### src/rtl/mtm_alu_pkg.sv
// Shared constants, FSM state type and opcode helper for the mtm ALU serial path.
package mtm_alu_pkg;

  // ALU opcodes
  localparam logic [2:0] OP_AND = 3'b000;
  localparam logic [2:0] OP_OR  = 3'b001;
  localparam logic [2:0] OP_ADD = 3'b100;
  localparam logic [2:0] OP_SUB = 3'b101;

  // Frame layout: start, cmd, 8 payload bits, stop
  localparam int unsigned FRAME_BITS   = 11;
  localparam int unsigned PAYLOAD_BITS = FRAME_BITS - 3;
  localparam logic        CMD_DATA     = 1'b0;
  localparam logic        CMD_CTL      = 1'b1;

  // One-hot error vector bit positions: {err_data, err_crc, err_op}
  localparam int unsigned ERR_IDX_OP   = 0;
  localparam int unsigned ERR_IDX_CRC  = 1;
  localparam int unsigned ERR_IDX_DATA = 2;

  // Error response bytes sent back by the ALU transmitter
  localparam logic [7:0] ERR_DATA = 8'b11001001;
  localparam logic [7:0] ERR_CRC  = 8'b10100101;

  typedef enum logic [1:0] {
    ST_IDLE,
    ST_CMD,
    ST_PAYLOAD,
    ST_STOP
  } rx_state_e;

  // True for the four opcodes the ALU core implements
  function automatic logic op_is_valid(input logic [2:0] op);
    return (op == OP_AND) || (op == OP_OR) || (op == OP_ADD) || (op == OP_SUB);
  endfunction

endpackage

### src/rtl/mtm_alu_crc4.sv
// Combinational CRC-4 (x^4+x+1) update over DATA_W message bits, MSB first.
module mtm_alu_crc4
  import mtm_alu_pkg::*;
#(
  parameter int unsigned DATA_W = 8
) (
  input  logic [3:0]        crc_in,
  input  logic [DATA_W-1:0] data_in,
  output logic [3:0]        crc_out
);

  logic w_fb;

  // Unrolled serial LFSR: feedback is top CRC bit xor incoming message bit
  always_comb begin
    crc_out = crc_in;
    w_fb    = 1'b0;
    for (int unsigned i = 0; i < DATA_W; i++) begin
      w_fb    = crc_out[3] ^ data_in[DATA_W-1-i];
      crc_out = {crc_out[2:0], 1'b0} ^ {2'b00, w_fb, w_fb};
    end
  end

endmodule

### src/rtl/mtm_alu_serial_rx.sv
// Serial frame deserialiser and packet checker feeding the mtm ALU core.
module mtm_alu_serial_rx
  import mtm_alu_pkg::*;
#(
  parameter int unsigned WORD_W      = 32,
  parameter bit          LSB_FIRST   = 1'b1,
  parameter int unsigned TIMEOUT_CYC = 1024
) (
  input  logic              clk,
  input  logic              rst_n,
  input  logic              sin,
  output logic [WORD_W-1:0] a_out,
  output logic [WORD_W-1:0] b_out,
  output logic [2:0]        op_out,
  output logic              valid,
  output logic [2:0]        err_out,
  output logic              err_valid
);

  localparam int unsigned WORD_BYTES = WORD_W / 8;
  localparam int unsigned NBYTES     = 2 * WORD_BYTES;
  localparam int unsigned CNT_MAX    = NBYTES + 1;
  localparam int unsigned CNT_W      = $clog2(CNT_MAX + 1);
  localparam int unsigned PKT_W      = 2 * WORD_W;
  localparam int unsigned BIT_CNT_W  = $clog2(PAYLOAD_BITS);
  localparam int unsigned TMO_W      = (TIMEOUT_CYC < 2) ? 1 : $clog2(TIMEOUT_CYC + 1);

  rx_state_e            r_state;
  rx_state_e            w_state_nxt;
  logic [BIT_CNT_W-1:0] r_bit_cnt;
  logic                 r_cmd;
  logic [7:0]           r_shift;
  logic [PKT_W-1:0]     r_data;
  logic [CNT_W-1:0]     r_byte_cnt;
  logic [3:0]           r_crc;
  logic                 r_poison;
  logic [TMO_W-1:0]     r_tmo;

  logic                 w_last_bit;
  logic                 w_data_done;
  logic                 w_ctl_done;
  logic                 w_pkt_active;
  logic [CNT_W-1:0]     w_byte_cnt_inc;
  logic [2:0]           w_ctl_op;
  logic [3:0]           w_ctl_crc;
  logic [3:0]           w_crc_byte;
  logic [3:0]           w_crc_tail;
  logic                 w_err_data;
  logic                 w_err_crc;
  logic                 w_err_op;
  logic [2:0]           w_err_vec;

  // CRC step for a completed DATA byte and fold of the {1, OP} tail at CTL
  mtm_alu_crc4 #(.DATA_W(8)) u_crc_byte (
    .crc_in  (r_crc),
    .data_in (r_shift),
    .crc_out (w_crc_byte)
  );

  mtm_alu_crc4 #(.DATA_W(4)) u_crc_tail (
    .crc_in  (r_crc),
    .data_in ({1'b1, w_ctl_op}),
    .crc_out (w_crc_tail)
  );

  // Frame state register
  always_ff @(posedge clk or negedge rst_n) begin
    if (!rst_n) r_state <= ST_IDLE;
    else        r_state <= w_state_nxt;
  end

  // Frame next-state logic and CTL evaluation
  always_comb begin
    w_state_nxt    = r_state;
    w_last_bit     = (r_bit_cnt == BIT_CNT_W'(PAYLOAD_BITS - 1));
    w_data_done    = (r_state == ST_STOP) && (r_cmd == CMD_DATA);
    w_ctl_done     = (r_state == ST_STOP) && (r_cmd == CMD_CTL);
    w_pkt_active   = (r_byte_cnt != '0) || r_poison;
    w_byte_cnt_inc = (r_byte_cnt == CNT_W'(CNT_MAX)) ? r_byte_cnt : r_byte_cnt + CNT_W'(1);
    w_ctl_op       = r_shift[6:4];
    w_ctl_crc      = r_shift[3:0];
    w_err_data     = (r_byte_cnt != CNT_W'(NBYTES)) || r_poison || !sin || r_shift[7];
    w_err_crc      = (w_ctl_crc != w_crc_tail);
    w_err_op       = !op_is_valid(w_ctl_op);
    w_err_vec      = '0;

    case (r_state)
      ST_IDLE:    if (!sin) w_state_nxt = ST_CMD;
      ST_CMD:     w_state_nxt = ST_PAYLOAD;
      ST_PAYLOAD: if (w_last_bit) w_state_nxt = ST_STOP;
      ST_STOP:    w_state_nxt = ST_IDLE;
      default:    w_state_nxt = ST_IDLE;
    endcase

    if (w_err_data)     w_err_vec[ERR_IDX_DATA] = 1'b1;
    else if (w_err_crc) w_err_vec[ERR_IDX_CRC]  = 1'b1;
    else if (w_err_op)  w_err_vec[ERR_IDX_OP]   = 1'b1;
  end

  // Datapath: shifting, packet accumulation, result registers and timeout
  always_ff @(posedge clk or negedge rst_n) begin
    if (!rst_n) begin
      r_bit_cnt  <= '0;
      r_cmd      <= 1'b0;
      r_shift    <= '0;
      r_data     <= '0;
      r_byte_cnt <= '0;
      r_crc      <= '0;
      r_poison   <= 1'b0;
      r_tmo      <= '0;
      a_out      <= '0;
      b_out      <= '0;
      op_out     <= '0;
      valid      <= 1'b0;
      err_out    <= '0;
      err_valid  <= 1'b0;
    end else begin
      valid     <= 1'b0;
      err_valid <= 1'b0;

      case (r_state)
        ST_IDLE: r_bit_cnt <= '0;
        ST_CMD:  r_cmd <= sin;
        ST_PAYLOAD: begin
          r_bit_cnt <= r_bit_cnt + BIT_CNT_W'(1);
          if (LSB_FIRST) r_shift <= {sin, r_shift[7:1]};
          else           r_shift <= {r_shift[6:0], sin};
        end
        default: ;
      endcase

      // Completed DATA byte: B then A, most-significant byte first
      if (w_data_done) begin
        r_crc      <= w_crc_byte;
        r_data     <= {r_data[PKT_W-9:0], r_shift};
        r_byte_cnt <= w_byte_cnt_inc;
        if (!sin) r_poison <= 1'b1;
      end

      // Closing CTL frame: publish operands or report the error, then restart
      if (w_ctl_done) begin
        r_crc      <= '0;
        r_data     <= '0;
        r_byte_cnt <= '0;
        r_poison   <= 1'b0;
        if (w_err_vec == '0) begin
          valid  <= 1'b1;
          b_out  <= r_data[PKT_W-1 -: WORD_W];
          a_out  <= r_data[WORD_W-1:0];
          op_out <= w_ctl_op;
        end else begin
          err_valid <= 1'b1;
          err_out   <= w_err_vec;
        end
      end

      // Stale partial packets are dropped silently after a long idle gap
      if (TIMEOUT_CYC != 0) begin
        if ((r_state == ST_IDLE) && sin && w_pkt_active) begin
          if (r_tmo == TMO_W'(TIMEOUT_CYC - 1)) begin
            r_tmo      <= '0;
            r_crc      <= '0;
            r_data     <= '0;
            r_byte_cnt <= '0;
            r_poison   <= 1'b0;
          end else begin
            r_tmo <= r_tmo + TMO_W'(1);
          end
        end else begin
          r_tmo <= '0;
        end
      end
    end
  end

endmodule

### config.mk
export PLATFORM = sky130hd
export DESIGN_NAME = mtm_alu_serial_rx
export DESIGN_NICKNAME = d
export VERILOG_FILES = /design/src/rtl/mtm_alu_pkg.sv /design/src/rtl/mtm_alu_crc4.sv /design/src/rtl/mtm_alu_serial_rx.sv
export SDC_FILE = /design/constraint.sdc
export NUM_CORES = 1
export LEC_CHECK = 0
export CAP_MARGIN = 20
export CORE_MARGIN = 3
export CORE_UTILIZATION = 44
export CTS_CLUSTER_SIZE = 28
export DETAILED_ROUTE_END_ITERATION = 10
export PLACE_DENSITY_LB_ADDON = 0.05
export SLEW_MARGIN = 20
export SYNTH_ARGS = -nofsm -noshare
export SYNTH_HDL_FRONTEND = slang
export SYNTH_SLANG_ARGS = --single-unit
### constraint.sdc
create_clock -name clk -period 2.65 [get_ports clk]
set_clock_uncertainty 0.05 [all_clocks]
set_input_delay 0.265 -clock clk [delete_from_list [all_inputs] [get_ports clk]]
set_output_delay 0.265 -clock clk [all_outputs]
set_load 0.005 [all_outputs]
# After elaboration in Yosys (flattened, before gate mapping)
# Index checks and enable logic that the tools add are counted.
[totals]
reg_bits = 170
latchBits = 0
mem_bits_rw = 0
mem_bits_ro = 0
inputBits = 3
out_inout_bits = 72
word_cells = 110
mem_count = 0
[op_classes]
add_sub_neg = 3
multipliers = 0
n_div = 0
magnitude_cmp = 0
n_eq_ne = 13
shifts = 0
muxes = 33
n_bitwise = 26
n_reduce_logical = 20
[op_table]
columns = ["op", "n"]
rows = [
  ["two-way mux 64 bit", 4],
  ["XOR 4 x 2 -> 4 bit", 12],
  ["two-way mux 4 bit", 9],
  ["two-way mux 11 bit", 2],
  ["two-way mux 1 bit", 13],
  ["adder 11 x 1 -> 11 bit (second input constant)", 1],
  ["equality test 11 x 10 -> 1 bit (second input constant)", 1],
  ["XOR 1 bit", 11],
  ["equality test 3 bit (second input constant)", 3],
  ["one-hot mux 2 bit (4 select lines)", 1],
  ["logical OR 1 bit", 7],
  ["zero test 3 bit", 2],
  ["two-way mux 2 bit", 3],
  ["one-hot mux 3 bit (2 select lines)", 1],
  ["AND reduction 2 bit", 3],
  ["adder 4 x 1 -> 4 bit (second input constant)", 1],
  ["equality test 2 bit (second input constant)", 2],
  ["equality test 4 bit (second input constant)", 1],
  ["logical AND 1 bit", 4],
  ["inequality test 2 bit (second input constant)", 2],
  ["inequality test 4 bit", 1],
  ["inequality test 4 bit (second input constant)", 1],
  ["nonzero test 4 bit", 1],
  ["adder 3 x 1 -> 3 bit (second input constant)", 1],
  ["6 further kinds", 8],
]

# Depth between registers and ports, before layout
# Gate-level depths: netlist (run 1).
[logic_depth]
ltp_word = 20
depth_mapped = 9
depth_no_buf = 7

# Cells and area by module
# From an unflattened synthesis (run 1), not the netlist that was laid out.
[hier_totals]
cells_unflattened = 627
area_unflattened_um2 = 7569.8
[modules_own_cells]
columns = ["module", "instances", "cells_each", "area_per_inst_um2", "seq_area_each_um2"]
rows = [
  ["mtm_alu_serial_rx", 1, 602, 7300.8, 4254.1],
  ["mtm_alu_crc4 at u_crc_byte", 1, 16, 168.9, 0.0],
  ["mtm_alu_crc4 at u_crc_tail", 1, 9, 100.1, 0.0],
]

# Worst setup path after synthesis (run 1)
# Ideal clock, no wire load.
[synth_timing]
kind = "register -> register"
startpoint = "register r_shift[6]"
endpoint = "register b_out[10]"
setup_time_ns = 0.125
arrival_ns = 2.304
t_required_ns = 2.475
slack_ns = 0.170
path_stages_with_launch = 8
n_path_buf = 2
period_less_slack_ns = 2.480
cell_sequence = "dfrtp_1 xnor3_1 or3_1 a211oi_2 o2111ai_2 buf_6 buf_6 mux2_4"
[synth_via]
elab_chain_len = 9
word_cells_on_any_way = 18
classes_between = "eq/ne (4); mux (4); bitwise (4); reduce/logical (6)"
[synth_lines]
columns = ["element", "line", "source"]
rows = [
  ["from (decl)", "mtm_alu_serial_rx.sv:32", "logic [7:0] r_shift;"],
  ["from (signal assigned)", "mtm_alu_serial_rx.sv:126", "if (LSB_FIRST) r_shift <= {sin, r_shift[7:1]};"],
  ["from (signal assigned)", "mtm_alu_serial_rx.sv:127", "else r_shift <= {r_shift[6:0], sin};"],
  ["XOR 1 bit (tied with other cells)", "mtm_alu_crc4.sv:19", "w_fb = crc_out[3] ^ data_in[DATA_W-1-i];"],
  ["XOR 4 x 2 -> 4 bit / logical OR 1 bit (equally long branches) (3 in a row)", "mtm_alu_crc4.sv:20, mtm_alu_pkg.sv:34", ""],
  ["inequality test 4 bit / two-way mux 1 bit (equally long branches)", "mtm_alu_serial_rx.sv:83, mtm_alu_serial_rx.sv:97", ""],
  ["two-way mux 1 bit", "mtm_alu_serial_rx.sv:96", "else if (w_err_crc) w_err_vec[ERR_IDX_CRC] = 1'b1;"],
  ["two-way mux 2 bit *", "mtm_alu_serial_rx.sv:95", "if (w_err_data) w_err_vec[ERR_IDX_DATA] = 1'b1;"],
  ["zero test 3 bit *", "mtm_alu_serial_rx.sv:146", "if (w_err_vec == '0) begin"],
  ["AND reduction 2 bit (no line) *", "n/a", ""],
  ["to (signal assigned)", "mtm_alu_serial_rx.sv:148", "b_out <= r_data[PKT_W-1 -: WORD_W];"],
  ["to (decl)", "mtm_alu_serial_rx.sv:13", "output logic [WORD_W-1:0] b_out,"],
]
# Mark *: on every way between the ends. The rest lies on a longest branch, timed or not.
# A chain may end at the register's enable or synchronous reset.

# Worst setup path after layout (run 1)
[layout_timing]
startpoint = "register r_shift[3]"
endpoint = "register b_out[23]"
[layout_via]
elab_chain_len = 5
word_cells_on_any_way = 6
classes_between = "eq/ne (1); mux (3); reduce/logical (2)"
[layout_lines]
columns = ["element", "line", "source"]
rows = [
  ["inequality test 4 bit *", "mtm_alu_serial_rx.sv:83", "w_err_crc = (w_ctl_crc != w_crc_tail);"],
  ["two-way mux 1 bit", "mtm_alu_serial_rx.sv:96", ""],
  ["two-way mux 2 bit *", "mtm_alu_serial_rx.sv:95", ""],
  ["zero test 3 bit *", "mtm_alu_serial_rx.sv:146", ""],
  ["AND reduction 2 bit (no line) *", "n/a", ""],
]
# Marks and branches as above.

==> flow_summary.ini, run 1 <==
[run_status]
outcome = finished clean

[worst_setup_path]
worstPathRequired_ns = 2.91
cp-start-kind = flip-flop
reg2reg_to = b_out[23]
arrival_ns = 2.84
regToRegSetupSlack_ns = 0.07
endpoint_kind = flip-flop
worstPathBufferInverterCount = 2
crit_end = b_out[23]
cp_slowest_stage_delay_ns = 0.44
cp_cell_sequence = xnor3_2 > or3_1 > a211oi_4 > o2111ai_4 > buf_12 > clkbuf_16 > mux2_4
crit_fanout = 9
r2r-start = r_shift[3]
crit_family = compound AO/OA/AOI/OAI gates
worst-setup-path-type = reg2reg
cp_slowest_cell = xnor3_2
path_depth = 7
crit_start = r_shift[3]
reg2regPathDepth = 7

[grt]
grt_start_max_net_pins = 78
antenna_found_initial = 0
grt_pass1_wl_um = 25500
grt_pass1_vias = 4897
gr-total-overflow = 0
grt.total_usage_pct = 17.2

[power_and_ir_drop]
power_leakage_nw = 4.21
powerDensity_nw_per_um2 = 968
power_w = 0.00900
vdd_drop_max_v = 0.000780

[layout]
nNetsFinal = 705
n_antenna_cell = 0
final_util_pct = 55.7
design_area_sq_um = 9300
drive_above_1_share_pct = 19.1
areaGrowthSynthToFinish_pct = 22.7

[cts]
cts.clk_slew.worst_paths_ns = 0.07
htree_levels = 4
root_buffer = clkbuf_16
clockBufferDepth = 2
cts_buffers = 17
clock_latency_ns = 0.43
clock-sinks = 170
tritoncts = done

[synthesis]
synthTopCellsByArea = dfrtp_1, mux2_2, nand3b_1
synth_area_leader_cell = dfrtp_1
synth_edf_count = 0
netlist_area_sq_um = 7580
synth_cell_types = 43
async_reset_ff_share_pct = 100
ys_ff_latch = 170
synth.most_common_cell = dfrtp_1
yosysSeqAreaShare_pct = 56.1
synth_fa_ha_area_share_pct = 1.65
synthCells = 619
synthMuxAreaShare_pct = 12.9
synth_top_area_share_pct = 56.1
ys_warn_count = 0
synthFlopType = dfrtp_1
synth.avg_cell_area_sq_um = 12.2
synthSimpleGateAreaFrac_pct = 15.5
synth_xor_area_share_pct = 3.47
synth_nets = 632
netlist_top_cells_count = dfrtp_1, a21oi_1, nand2b_1
synth_top_family_by_area = simple AND/OR/NAND/NOR gates
synth-compound-area-share_pct = 7.28

[timing]
finalMaxSlewViolations = 0
tns_ns = 0
hold-worst-slack_ns = 0.363
maxSlewHeadroom_pct = 54.4
setup_viol = 0
final.period_utilization_pct = 97.4
fmax_mhz = 387
min_period_ns = 2.58
tightest_slew_ns = 0.684
hold_viol = 0

[detailed_routing]
dr.pass1.iters = 5
routedWlPerCell_um = 17.0
vias = 4799
via_per_inst = 5.19
antenna_left = 0
drt_iter0_drc = 325
drcViolationCount = 0
drt-total-wl_um = 15700

[placed_design]
placement.cell_area_sq_um = 8580
io_buffers = 74
gp_congestion = 0.757
dp_hpwl_um = 9500

[die]
die_x_um = 137
start_util_pct = 45.4
die_y_um = 137
coreArea_sq_um = 16700
die_area_sq_um = 18800
row_count = 47
ios = 75

[hold_path]
hp-class = in2async

[flow_run]
cap_violations = 0
[flip-flops by register name (all words and copies together) (netlist names)]
signal,flops
a_out,32
b_out,32
err_out,3
err_valid,1
op_out,3
r_bit_cnt,3
r_byte_cnt,4
r_cmd,1
r_crc,4
r_data,64
r_poison,1
r_shift,8
r_state,2
r_tmo,11
valid,1
[worst min-delay path by stage]
stage	from	endpoint	slack (ns)
detailed placement	rst_n	b_out[24]	0.29
CTS	rst_n	b_out[24]	0.40
global route	rst_n	b_out[24]	0.43
floorplan	rst_n	a_out[0]	-0.08
finish	rst_n	b_out[24]	0.36
global placement	rst_n	b_out[24]	0.28
[cell families after synthesis]
| group | after synthesis |
|---|---|
| compound gates | 98 |
| simple gates | 189 |
| buf+inv | 53 |
| fa+ha+maj | 10 |
| xor+xnor | 22 |
| mux | 77 |
| flops | 170 |
[cells in the final DEF, fill, tap and decap left out, drive strengths merged, types with 3 or more instances in the layout]
cell type / count
a21oi: 76
and2: 3
buf: 20
clkbuf: 21
clkdlybuf4s50: 73
clkinv: 3
clkinvlp: 5
dfrtp: 170
ha: 10
inv: 14
mux2: 76
nand2: 9
nand2b: 66
nand3: 8
nand3b: 64
nor2: 23
nor2b: 4
o21ai: 8
xnor2: 12
xnor3: 4
xor2: 5
[stage by stage]
| stage | cells | setup WS [ns] |
|---|---|---|
| global placement | 887 | 0.180 |
| CTS | 920 | 0.104 |
| global route | 925 | -0.00740 |
| finish | 925 | 0.0678 |
| detailed placement | 887 | 0.122 |
| floorplan | 619 | 0.170 |
[metal layers]
| metal | routed length [um] | global-route usage [%] | up-vias |
|---|---|---|---|
| met5 | 0 | 0 | - |
| met4 | 200 | 5.65 | 0 |
| met3 | 402 | 3.43 | 16 |
| met2 | 7400 | 25.9 | 65 |
| met1 | 7680 | 25.1 | 2429 |
| li1 | - | - | 2289 |
[repair_timing]
action,4_1_cts,5_1_grt
setup buffers,0,1
hold buffers,1,0
setup endpoints to repair,0,2
hold endpoints to repair,70,0
resized for setup,0,9
[final cells by class]
| type | count | area, sq um |
|---|---|---|
| inverters | 11 | 41.3 |
| repair buffers | 96 | 1010 |
| well taps | 220 | 275 |
| clock buffers | 19 | 443 |
| fillers | 1418 | 7410 |
| multi-input cells | 396 | 3130 |
| clock inverters | 13 | 143 |
| flip-flops and latches | 170 | 4250 |
[report_power, final]
group | switching [W] | internal [W]
Clock | 0.00105 | 0.00142
Combinational | 0.00139 | 0.00143
Sequential | 0.000550 | 0.00317
Power figures use the tool's default switching activity.
==> inputs of run 2 (changes only) <==
Settings changed: CTS_BUF_LIST set to sky130_fd_sc_hd__clkbuf_2.
==> run 2 against run 1 <==
Effect of this change:
- design area shrank 4.7%
- worst setup slack gained 0.013 ns
- global-route usage shrank 0.084 points
- largest power group unchanged
- die area is the same
==> flow_summary.ini, run 2 (same netlist as run 1, synthesis figures left out) <==
[placed_design]
gp_congestion = 0.757
io_buffers = 74
placement.cell_area_sq_um = 8580
pre_cts_slack_ns = 0.122
dp_hpwl_um = 9500

[die]
row_count = 47
die_y_um = 137
coreArea_sq_um = 16700
die_x_um = 137
start_util_pct = 45.4
die_area_sq_um = 18800
ios = 75

[timing]
finalMaxSlewViolations = 0
hold_viol = 0
maxSlewHeadroom_pct = 50.3
fmax_mhz = 389
final.period_utilization_pct = 97.0
min_period_ns = 2.57
setup_viol = 0
tightest_slew_ns = 0.743
finalWorstSetupSlack_ns = 0.0805

[layout]
nNetsFinal = 702
fillers = 1470
largest_register_ffs = 64
top_regs = r_data (64), a_out (32), b_out (32)
largest_register = r_data
multi_input_area_sq_um = 3120
final_util_pct = 53.1
areaGrowthSynthToFinish_pct = 17.0
design_area_sq_um = 8860
final_cell_mix = dfrtp_1, a21oi_1, clkdlybuf4s50_1
layout_commonest_cell = dfrtp_1
seq_area_sq_um = 4250
drive_above_1_share_pct = 18.4

[cts]
htree_levels = 4
clock-sinks = 170
root_buffer = clkbuf_2
cts_buffers = 17
cts.clk_slew.worst_paths_ns = 0.26
clockBufferDepth = 2
clock_latency_ns = 0.74
tritoncts = done

[worst_setup_path]
worst-setup-path-type = reg2reg
reg2regPathDepth = 6
arrival_ns = 3.14
regToRegSetupSlack_ns = 0.08
crit_fanout = 67
r2r-start = r_shift[6]
worstPathRequired_ns = 3.22
reg2reg_to = b_out[23]
endpoint_kind = flip-flop
crit_start = r_shift[6]
cp-start-kind = flip-flop

[hold_path]
whs_endpoint = r_shift[7]
min-delay-start = sin
hp-class = in2reg
min_path_cells = 2

[detailed_routing]
drt_iter0_drc = 310
antenna_left = 0
via_per_inst = 5.20
vias = 4800
dr.pass1.iters = 5
drcViolationCount = 0
routedWlPerCell_um = 16.3
drt-total-wl_um = 15100

[power_and_ir_drop]
vdd_drop_max_v = 0.000796
p_sw_share_pct = 36.3
power_frac_seq_pct = 47.0
internal-power_w = 0.00502
power_w = 0.00788
power_leakage_nw = 4.02
powerDensity_nw_per_um2 = 889
p_comb_share_pct = 35.7
p_sw_w = 0.00286
clkPwrFrac_pct = 17.3

[grt]
gr-total-overflow = 0
grt_pass1_wl_um = 25500
grt.total_usage_pct = 17.1
grt_pass1_vias = 4858
grt_start_max_net_pins = 78
antenna_found_initial = 1

[run_status]
outcome = finished clean

[flow_run]
cap_violations = 0
run 2: cell types whose count changed in the layout (fill, tap and decap cells not counted), moves of 2 or more:
cell           delta
clkbuf_16        -19
buf_12            -2
dlygate4sd3_1     +2
clkbuf_2         +18
run 2: power by group through the flow:
stage               sequential [W]  combinational (W)  clock [W]
floorplan                  0.00356            0.00217          0
global placement           0.00374            0.00274          0
detailed placement         0.00376            0.00279          0
CTS                        0.00371            0.00281    0.00141
global route               0.00380            0.00314    0.00154
finish                     0.00370            0.00281    0.00136
run 2: layer usage:
metal | up-vias | global-route usage (%) | part of all wire [%]
met2 | 68 | 25.7 | 48
li1 | 2280 | - | -
met4 | 0 | 5.32 | 0.46
met3 | 4 | 3.21 | 2.9
met1 | 2448 | 25.3 | 49
met5 | - | 0 | 0
run 2: stage by stage:
stage	instances	hold WS [ns]	setup TNS [ns]
final	923	0.269	0
after global routing	923	0.207	-0.000614
after CTS	922	0.174	0
after detailed placement	887	0.286	0
after global placement	887	0.278	0
after floorplan	619	-0.0806	0
run 2: how the worst max path moves through the flow:
stage	endpoint	cells past startpoint
after floorplan	b_out[10]	7
after global placement	b_out[17]	6
after detailed placement	b_out[18]	6
after CTS	a_out[6]	6
after global routing	b_out[14]	6
final	b_out[23]	6
run 2: critical path: stages, from the launching register on:
cell and delay, ns:
dfrtp_1 0.42, xnor3_2 0.48, or3_1 0.38, a211oi_4 0.32
o2111ai_4 0.15, buf_12 0.25, mux2_4 0.35
run 2: final cells by class:
cell class              count  area share [%]
diodes                      1          0.0282
clock buffers              18            1.02
clock inverters            14            1.65
inverters                  11           0.466
multi-input cells         396            35.2
flip-flops and latches    170            48.0
well taps                 220            3.11
repair buffers             93            10.5
run 2: timing repair:
action | CTS | global route
buffers inserted | 0 | 0
hold buffers | 3 | 0
resized for setup | 0 | 2
endpoints found under the hold margin | 170 | 0
endpoints found under the setup margin | 0 | 17
==> inputs of run 3 (changes only) <==
Settings changed: CORE_UTILIZATION 44 to 53, PLACE_DENSITY set to 0.78, PLACE_DENSITY_LB_ADDON 0.05 to unset.
==> run 3 against run 2 <==
Effect of this change:
- design area rose by 2.1%
- highest routed layer unchanged
- non-clock buffer count grew 7
- count of clock-buffer cells in the layout unchanged
- via count rose by 3.4%
- clock power grew 34%
- first-iteration DRC count is 17% higher
- core utilization increased by 12 points
- sequential power hardly changed
- register-to-register slack worse by 0.04 ns
- critical path depth is the same
- largest power group unchanged
- critical path type unchanged
==> flow_summary.ini, run 3 (same netlist as run 1, synthesis figures left out) <==
[layout]
nNetsFinal = 709
areaGrowthSynthToFinish_pct = 19.5
seq_area_sq_um = 4250
multi_input_area_sq_um = 3130
drive_above_1_share_pct = 19.5
fillers = 1043
final_util_pct = 65.0
fin_cells = 890
layout_commonest_cell = dfrtp_1
top_regs = r_data (64), a_out (32), b_out (32)
design_area_sq_um = 9050
largest_register_ffs = 64
final_cell_mix = dfrtp_1, a21oi_1, clkdlybuf4s50_1
largest_register = r_data

[die]
row_count = 43
coreArea_sq_um = 13900
start_util_pct = 54.4
die_x_um = 126
ios = 75
die_area_sq_um = 15800
die_y_um = 126

[timing]
maxSlewHeadroom_pct = 46.6
tns_ns = 0
hold_viol = 0
setup_viol = 0
finalMaxSlewViolations = 0
min_period_ns = 2.61
final.period_utilization_pct = 98.4
tightest_slew_ns = 0.801
fmax_mhz = 384
finalWorstSetupSlack_ns = 0.0426

[grt]
antenna_found_initial = 1
grt_pass1_vias = 4986
grt_pass1_wl_um = 25000
gr-total-overflow = 0
grt.total_usage_pct = 19.6
grt_start_max_net_pins = 95

[flow_run]
cap_violations = 0

[worst_setup_path]
crit_fanout = 16
endpoint_kind = flip-flop
cp_cell_sequence = xnor3_2 > or3_4 > a211oi_4 > o2111ai_4 > clkbuf_16 > mux2_4
worstPathRequired_ns = 3.27
cp_slowest_cell = dfrtp_1
regToRegSetupSlack_ns = 0.04
cp-start-kind = flip-flop
worst-setup-path-type = reg2reg
r2r-start = r_crc[2]
reg2reg_to = b_out[24]
cp_slowest_stage_delay_ns = 0.47
arrival_ns = 3.23
reg2regPathDepth = 6
crit_start = r_crc[2]

[detailed_routing]
routedWlPerCell_um = 17.7
vias = 4964
via_per_inst = 5.58
drt-total-wl_um = 15700
drcViolationCount = 0
antenna_left = 0
drt_iter0_drc = 363
dr.pass1.iters = 5

[cts]
cts.clk_slew.worst_paths_ns = 0.23
htree_levels = 4
clock-sinks = 170
clock_latency_ns = 0.76
cts_buffers = 17
clockBufferDepth = 2
root_buffer = clkbuf_2
tritoncts = done

[hold_path]
hp-class = in2reg
min-delay-start = sin
whs_endpoint = r_cmd
min_path_cells = 2

[placed_design]
gp_congestion = 0.809
io_buffers = 74
dp_hpwl_um = 9300
placement.cell_area_sq_um = 8530
pre_cts_slack_ns = 0.137
place_inst = 845

[power_and_ir_drop]
vdd_drop_max_v = 0.000922
power_leakage_nw = 4.14
powerDensity_nw_per_um2 = 930

[run_status]
outcome = finished clean
## run 3: changes by cell type in the layout (fill, tap and decap cells not counted), moves of 2 or more
cell        delta
bufinv_16      +5
buf_6          +3
clkinvlp_4     -3
clkbuf_16      +2
clkinv_2       -2
## run 3: per-stage QoR
step	power (W)	hold slack, ns
2_1_floorplan	0.00573	-0.0806
3_3_place_gp	0.00636	0.286
3_5_place_dp	0.00651	0.295
4_1_cts	0.00834	0.184
5_1_grt	0.00894	0.207
6_report	0.00842	0.248
## run 3: routing by layer
metal	GRT usage, %	routed length [um]	vias up
met4	7.21	303	0
met3	3.84	638	23
li1	-	-	2292
met1	27.0	7240	2526
met5	0	0	-
met2	31.1	7540	123
## run 3: timing repair
item,4_1_cts,5_1_grt
hold buffers,3,0
hold endpoints to repair,170,0
gates resized for setup,0,8
endpoints found under the setup margin,0,34
buffers inserted,0,4
## run 3: layout make-up
cell class / instances / area share (%)
Clock inverter: 14 / 2.92
Tap cell: 180 / 2.49
Inverter: 11 / 0.456
Clock buffer: 18 / 0.995
Timing Repair Buffer: 100 / 11.5
Multi-Input combinational cell: 396 / 34.6
Antenna cell: 1 / 0.0276
Sequential cell: 170 / 47.0
## run 3: report_power, final
group,internal [W],switching (W)
logic,0.00147,0.00142
registers,0.00316,0.000542
clock network,0.000913,0.000911
## run 3: how the worst max path moves through the flow
stage,endpoint,slack (ns),cells past startpoint
after global placement,b_out[16],0.20,6
after floorplan,b_out[10],0.17,7
after CTS,b_out[19],0.08,6
after detailed placement,a_out[4],0.14,6
after global routing,a_out[5],-0.02,6
final,b_out[24],0.04,6
## run 3: worst max-delay path: cells and delay by family (launching register included)
| kind | cells | cell delay, ns |
|---|---|---|
| compound gates | 2 | 0.61 |
| xor+xnor | 1 | 0.43 |
| buf+inv | 1 | 0.31 |
| flops | 1 | 0.47 |
| mux | 1 | 0.30 |
| simple gates | 1 | 0.37 |
